File: src/rtl/jt10_adpcmb_pkg.sv
// jt10_adpcmb_pkg: shared width default and interpolator state encoding
package jt10_adpcmb_pkg;
  localparam int dw_default = 16;
  typedef enum logic [2:0] {IDLE, START, SKIP, WAIT, RUN} state_t;
endpackage

File: src/rtl/jt10_adpcmb_erracc.sv
// jt10_adpcmb_erracc: accumulates the divide remainder and raises extra once per full period
module jt10_adpcmb_erracc
  import jt10_adpcmb_pkg::*;
#(
  parameter int dw = dw_default
) (
  input  logic          clk,
  input  logic          rst,
  input  logic          cen,
  input  logic [dw-1:0] rem,
  input  logic [dw-1:0] peff,
  input  logic          clr,
  input  logic          adv,
  output logic          extra
);
  logic [dw-1:0] err;
  logic [dw:0] e;
  // carry when the accumulated remainder reaches a whole period
  always_comb begin
    e = {1'b0, err} + {1'b0, rem};
    extra = e >= {1'b0, peff};
  end
  // err stays below peff, so the low dw bits of e - peff are exact
  always_ff @(posedge clk or posedge rst)
    if (rst) err <= '0;
    else if (cen) err <= clr ? '0 : adv ? (extra ? e[dw-1:0] - peff : e[dw-1:0]) : err;
endmodule

File: src/rtl/jt10_adpcmb_interp.sv
// jt10_adpcmb_interp: linear ramp between ADPCM-B samples; JT10_ADPCMB_INTERP_EN enables it, otherwise zero-order hold
module jt10_adpcmb_interp
  import jt10_adpcmb_pkg::*;
#(
  parameter int dw = dw_default
) (
  input  logic          clk,
  input  logic          rst,
  input  logic          cen,
  input  logic [dw-1:0] sample_in,
  input  logic          sample_stb,
  input  logic [dw-1:0] period,
  output logic          div_start,
  output logic [dw-1:0] div_a,
  output logic [dw-1:0] div_b,
  input  logic [dw-1:0] div_d,
  input  logic [dw-1:0] div_r,
  input  logic          div_working,
  output logic [dw-1:0] sample_out,
  output logic          busy
);
`ifdef JT10_ADPCMB_INTERP_EN
  state_t state, next;
  logic neg, extra;
  logic [dw-1:0] peff, step, rem, cnt, peff_in, mag;
  logic [dw:0] delta, ndelta, inc, ramp;
  // distance to the new sample, its magnitude, and the next ramp value
  always_comb begin
    delta = {sample_in[dw-1], sample_in} - {sample_out[dw-1], sample_out};
    ndelta = -delta;
    mag = delta[dw] ? ndelta[dw-1:0] : delta[dw-1:0];
    peff_in = period == '0 ? dw'(1) : period;
    inc = {1'b0, step} + {{dw{1'b0}}, extra};
    ramp = neg ? {sample_out[dw-1], sample_out} - inc : {sample_out[dw-1], sample_out} + inc;
  end
  // state register
  always_ff @(posedge clk or posedge rst)
    if (rst) state <= IDLE;
    else if (cen) state <= next;
  // a new sample restarts from any state; the divider result is taken once it goes idle
  always_comb begin
    next = sample_stb ? START :
           state == START ? SKIP :
           state == SKIP ? WAIT :
           state == WAIT ? (div_working ? WAIT : RUN) :
           state == RUN ? (cnt == dw'(1) ? IDLE : RUN) : IDLE;
    div_start = state == START;
    busy = state != IDLE;
  end
  // sample capture, divider operands, quotient latch and ramp stepping
  always_ff @(posedge clk or posedge rst)
    if (rst) begin
      sample_out <= '0;
      neg <= 1'b0;
      div_a <= '0;
      div_b <= '0;
      peff <= '0;
      step <= '0;
      rem <= '0;
      cnt <= '0;
    end else if (cen) begin
      if (sample_stb) begin
        neg <= delta[dw];
        div_a <= mag;
        div_b <= peff_in;
        peff <= peff_in;
      end else if (state == WAIT && !div_working) begin
        step <= div_d;
        rem <= div_r;
        cnt <= peff;
      end else if (state == RUN) begin
        sample_out <= ramp[dw-1:0];
        cnt <= cnt - dw'(1);
      end
    end
  jt10_adpcmb_erracc #(.dw(dw)) u_erracc (
    .clk  (clk),
    .rst  (rst),
    .cen  (cen),
    .rem  (rem),
    .peff (peff),
    .clr  (sample_stb),
    .adv  (state == RUN),
    .extra(extra)
  );
`else
  logic unused;
  assign unused = ^{period, div_d, div_r, div_working};
  assign div_start = 1'b0;
  assign div_a = '0;
  assign div_b = '0;
  assign busy = 1'b0;
  // zero-order hold of each accepted sample
  always_ff @(posedge clk or posedge rst)
    if (rst) sample_out <= '0;
    else if (cen && sample_stb) sample_out <= sample_in;
`endif
endmodule

File: config.mk
export PLATFORM = sky130hd
export DESIGN_NAME = jt10_adpcmb_interp
export DESIGN_NICKNAME = d
export VERILOG_FILES = /design/src/rtl/jt10_adpcmb_pkg.sv /design/src/rtl/jt10_adpcmb_erracc.sv /design/src/rtl/jt10_adpcmb_interp.sv
export SDC_FILE = /design/constraint.sdc
export NUM_CORES = 1
export LEC_CHECK = 0
export ABC_AREA = 1
export BUFFER_PORTS_ARGS = -buffer_cell sky130_fd_sc_hd__buf_2
export CAP_MARGIN = 30
export CORE_ASPECT_RATIO = 0.7
export CORE_MARGIN = 2
export CORE_UTILIZATION = 29
export CTS_CLUSTER_DIAMETER = 80
export CTS_CLUSTER_SIZE = 20
export DETAILED_ROUTE_END_ITERATION = 10
export PLACE_DENSITY = 0.77
export SLEW_MARGIN = 25
export SYNTH_ARGS = -nofsm -noshare
export SYNTH_HDL_FRONTEND = slang
export SYNTH_SLANG_ARGS = --single-unit
File: constraint.sdc
create_clock -name clk -period 0.8 [get_ports clk]
set_input_delay 0.16 -clock clk [delete_from_list [all_inputs] [get_ports clk]]
set_output_delay 0.16 -clock clk [all_outputs]
set_load 0.005 [all_outputs]
==> flow_summary.ini, run 1 <==
[outcome]
status = complete, but fails checks
failed_checks = negative setup slack

[layout]
seqCellArea_sq_um = 400.4
top_regs = sample_out: 16 flops
top_register = sample_out
nets = 227
largest_register_ffs = 16
multi_input_area_sq_um = 352.8
syn_to_final_growth_pct = 24.77
diodes = 0
nFillCells = 345
fin_area_sq_um = 1185
drive_above_1_share = 0.3758

[timing]
fin_ws_ns = -0.1212
rsz0062_at_grt = true
finalHoldViolCount = 0
skew_ns = 0
tns_ns = -1.719
slew_viol_final = 0
max_freq_mhz = 1086
final-setup-viol-count = 17
final.min_clock_period_ns = 0.9212
fin_crit_sh = 1.151

[setup_path]
worst-path-stages = 1
worst-path-buf-inv = 1
cpLargestDelayFamily = flip-flops
crit_fanout = 2
required_ns = 0.64
crit_chain = buf_2
arrival_ns = 0.76
rr_worst_depth = 4
slowest_stage = dfrtp_1
critPathLaunchType = flip-flop
critPathKind = flip-flop to output port
end_kind = output port
slowest_delay_ns = 0.38

[global_route]
grt_first_pass_wirelength_mm = 2.787
grt_pass1_vias = 614
grt_overflow = 0
grt_antenna_before_repair = 0
grt_usage = 0.09712
grt_max_degree = 17

[power_and_ir_drop]
cellLeakagePower_uw = 0.0007203
powerDensity_nw_per_um2 = 1819
total_power_uw = 2155
ir_drop_mv = 0.5579

[route]
ant_nets = 0
drt-met1-wl_um = 801
first_pass_iters = 4
topRoutingLayerUsed = met4
drc = 0
wirelength_mm = 1.809
wl_met3_um = 117
vias = 707
met2_wirelength_um = 873
wire_per_inst_um = 9.277
vias_per_cell = 3.626
drt-initial-drc-count = 5

[clock_tree]
cts_root_buf = clkbuf_8
clkTransAtPathRegs_ns = 0.06
clkLatencyLatePin_ns = 0.25
cts_max_level = 1
cts_sinks = 16
cts_buffer_depth = 2
cts_buffers = 3
cts_tree = done
post_cts_resized = 0

[yosys]
synth_seq_cells = 16
synth-simple-area-share = 0.2372
syn_avg_cell_area_sq_um = 8.959
synthArstFlopShare = 1.000
yosys.area_share.adder = 0
synth_commonest_cells = buf_4, nand2_1, dfrtp_1, nand3_1, buf_6
synth_cell_types = 10
synth_top_family_by_area = buffers and inverters
yosysTopAreaCell = dfrtp_1
ys_warn_count = 0
yosysTopAreaCellShare = 0.4216
synth_xor_area_frac = 0
synth_ff_type = dfrtp_1
synth-seq-area-share = 0.4216
netlist_area_sq_um = 949.7
synth_most_common_cell = buf_4
synth_area_leaders = dfrtp_1, buf_4, nand2_1, nand3_1, buf_6
synthMuxAreaShare = 0
synth-edff-count = 0
synth_compound_area_frac = 0
synthCells = 106

[placed_design]
dpl.hpwl_mm = 1.386
placedInstanceArea_sq_um = 1045
gp_routability_congestion = 0.6489
portBuffers = 35
pre_cts_ws_ns = 0.0007592

[die]
pin_count = 119
die_h_um = 51.88
row_count = 17
core-area_sq_um = 3148
die_x_um = 72.40
die-area_sq_um = 3755
initial_utilization = 0.3017

[run]
maxCapViolations = 0

[min_path]
min_path_type = input pin to flip-flop
whs_path_depth = 3
## repair_timing
item / in CTS / in global routing
endpoints found under the hold margin: 16 / 0
setup buffers: 6 / 4
pin swaps: 0 / 0
endpoints found under the setup margin: 16 / 16
hold buffers: 1 / 0
gates cloned: 0 / 0
## metal layers
layer / vias to the layer above / global-route usage
li1: 365 / -
met1: 310 / 0.1235
met2: 30 / 0.1606
met3: 2 / 0.03488
met4: 0 / 0.01852
met5: - / 0
## report_power, final
part	switching [uW]	leakage [uW]	internal, uW
sequential	46.4	0.000198	910
clock	272	0.0000288	436
combinational	236	0.000494	255
## cell families after synthesis
kind of cell / after synthesis
simple gates: 49
buf+inv: 40
other cells: 1
flops: 16
## metrics by stage
step / hold slack [ns] / instances / utilization
floorplan: 0.07374 / 139 / -
global placement: 0.1784 / 180 / 0.3319
detailed placement: 0.1788 / 180 / 0.3319
CTS: 0.1244 / 191 / 0.3669
global route: 0.1323 / 195 / 0.3764
finish: 0.1299 / 195 / 0.3764
## cell type report
class                      instances  area share
clock buffer                       4     0.04646
sequential                        16      0.3379
tap                               38     0.04013
multi-input combinational         83      0.2978
inverter                           1    0.003168
timing repair buffer              53      0.2746
## layout by cell type (no fill, tap or decap)
cell type       n
buf_12          1
buf_2          35
buf_4          16
clkbuf_8        4
conb_1         34
dfrtp_1        16
dlygate4sd3_1   1
inv_1           1
nand2_1        30
nand2_2         2
nand2_8         1
nand3_1        16
## final timing paths
check / startpoint / endpoint / slack (ns)
max reg2reg: sample_out[3] / sample_out[3] / -0.03
min reg2reg: sample_out[15] / sample_out[15] / 0.47
min: sample_in[4] / sample_out[4] / 0.13
max: sample_out[1] / sample_out[1] / -0.12
max in group asynchronous: rst / sample_out[15] / 0.16
min in group asynchronous: rst / sample_out[4] / 0.46
Power figures use the tool's default switching activity.
==> run 2, diff against run 1 <==
--- a/config.mk
+++ b/config.mk
@@ -10,11 +10,11 @@
 export CAP_MARGIN = 30
 export CORE_ASPECT_RATIO = 0.7
 export CORE_MARGIN = 2
-export CORE_UTILIZATION = 29
+export CORE_UTILIZATION = 32
 export CTS_CLUSTER_DIAMETER = 80
 export CTS_CLUSTER_SIZE = 20
 export DETAILED_ROUTE_END_ITERATION = 10
-export PLACE_DENSITY = 0.77
+export PLACE_DENSITY = 0.8
 export SLEW_MARGIN = 25
 export SYNTH_ARGS = -nofsm -noshare
 export SYNTH_HDL_FRONTEND = slang
==> constraint.sdc (replaced) <==
create_clock -name clk -period 1.05 [get_ports clk]
set_input_delay 0.21 -clock clk [delete_from_list [all_inputs] [get_ports clk]]
set_output_delay 0.21 -clock clk [all_outputs]
set_load 0.005 [all_outputs]
==> run 2 against run 1 <==
Against the previous run: the run now ends clean; design area shrank 8.9%; total power down 28%; combinational power down 41%; non-clock buffer count shrank 12; via count decreased by 3.3%; register-to-register slack better by 0.48 ns; critical endpoint is now sample_out[11]; highest routed layer unchanged; critical path depth is the same; flip-flop and latch count unchanged; sequential share of layout area rose by 3.3 points; routed wire length is 8.4% lower; utilization is 0.89 points higher; die area decreased by 8.8%.
==> flow_summary.ini, run 2 (same netlist as run 1, synthesis figures left out) <==
[setup_path]
worst-path-buf-inv = 1
rr_worst_depth = 2
end_kind = output port
crit_chain = buf_2
regToRegSetupSlack_ns = 0.45
critPathKind = flip-flop to output port
rr_endpoint = sample_out[12]
slowest_delay_ns = 0.38
arrival_ns = 0.75
cpLargestDelayFamily = flip-flops
worst-path-stages = 1
crit_start = sample_out[11]
slowest_stage = dfrtp_1
crit_fanout = 2
reg2reg_from = sample_out[12]
required_ns = 0.84
critPathLaunchType = flip-flop
crit_end = sample_out[11]

[global_route]
grt_pass1_vias = 555
grt_first_pass_wirelength_mm = 2.559
grt_max_degree = 17
grt_antenna_before_repair = 0
grt_usage = 0.09727
grt_overflow = 0

[layout]
final_cell_mix = buf_2, conb_1, nand2_1
largest_register_ffs = 16
diodes = 0
syn_to_final_growth_pct = 13.70
nets = 215
top_regs = sample_out: 16 flops
drive_above_1_share = 0.3241
final_common_cell = buf_2
top_register = sample_out
nFillCells = 313
fin_area_sq_um = 1080

[clock_tree]
cts_sinks = 16
cts_max_level = 1
clkTransAtPathRegs_ns = 0.06
cts_tree = done
hold_buffers = 1
clkLatencyLatePin_ns = 0.24
post_cts_resized = 0
post_cts_buffers = 0
cts_buffers = 3
cts_buffer_depth = 2
cts_root_buf = clkbuf_8

[placed_design]
portBuffers = 35
placedInstanceArea_sq_um = 1015
gp_routability_congestion = 0.6696
dpl.hpwl_mm = 1.367

[timing]
fin_crit_sh = 0.9177
max_freq_mhz = 1038
rsz0062_at_grt = false
slew_viol_final = 0
final-setup-viol-count = 0
skew_ns = 0
tns_ns = 0
finalHoldViolCount = 0
final.min_clock_period_ns = 0.9636

[die]
initial_utilization = 0.3388
die-area_sq_um = 3426
core-area_sq_um = 2803
die_x_um = 69.11
die_h_um = 49.58
pin_count = 119
row_count = 16

[min_path]
whs_path_depth = 3
min_path_type = input pin to flip-flop

[route]
first_pass_iters = 4
wire_per_inst_um = 9.155
ant_nets = 0
drc = 0
vias_per_cell = 3.779
wirelength_mm = 1.657
drt-initial-drc-count = 32
vias = 684

[power_and_ir_drop]
power_frac_seq = 0.473
power_frac_comb = 0.188
p_clk_frac = 0.339
swShare = 0.2517
intPower_uw = 1155
p_sw_uw = 388.5
cellLeakagePower_uw = 0.0006561
powerDensity_nw_per_um2 = 1429
ir_drop_mv = 0.5126

[run]
maxCapViolations = 0

[outcome]
status = finished, final reports clean
[run 2: changes by cell type in the layout (fill, tap and decap cells not counted)]
cell,change
buf_4,-11
buf_12,-1
[run 2: worst min path at each step]
stage                    end  slack, ns          from
5_1_grt        sample_out[8]       0.17  sample_in[8]
2_1_floorplan  sample_out[0]       0.12           rst
3_3_place_gp   sample_out[6]       0.23           rst
6_report       sample_out[8]       0.18  sample_in[8]
3_5_place_dp   sample_out[7]       0.23           rst
4_1_cts        sample_out[8]       0.18  sample_in[8]
[run 2: area by class of cell]
class / instances / area (sq um) / area share
clock buffers: 4 / 55.05 / 0.05098
flip-flops and latches: 16 / 400.4 / 0.3708
multi-input cells: 83 / 352.8 / 0.3268
inverters: 1 / 3.754 / 0.003476
well taps: 36 / 45.04 / 0.04171
repair buffers: 41 / 222.7 / 0.2063
[run 2: power groups by stage]
stage	combinational (uW)	clock [uW]	sequential (uW)
3_3_place_gp	285	0	740
5_1_grt	333	581	744
4_1_cts	294	546	731
3_5_place_dp	291	0	742
6_report	290	523	731
2_1_floorplan	244	0	752
[run 2: stage by stage]
| stage | util | hold slack (ns) | total power [uW] | cells | worst slack [ns] |
|---|---|---|---|---|---|
| after CTS | 0.3853 | 0.1777 | 1572 | 181 | 0.07337 |
| after floorplan | - | 0.1237 | 995.9 | 139 | 0.3303 |
| after global placement | 0.3621 | 0.2273 | 1024 | 176 | 0.2206 |
| after detailed placement | 0.3621 | 0.2253 | 1033 | 176 | 0.2245 |
| final | 0.3853 | 0.1829 | 1543 | 181 | 0.08641 |
| after global routing | 0.3853 | 0.1737 | 1657 | 181 | 0.04092 |
[run 2: per-layer routing]
metal | GRT usage | routed length (um) | share of wire
met3 | 0.04703 | 164 | 0.099
met5 | 0 | 0 | 0
met1 | 0.1215 | 707 | 0.43
met2 | 0.1442 | 765 | 0.46
met4 | 0.03922 | 19 | 0.011
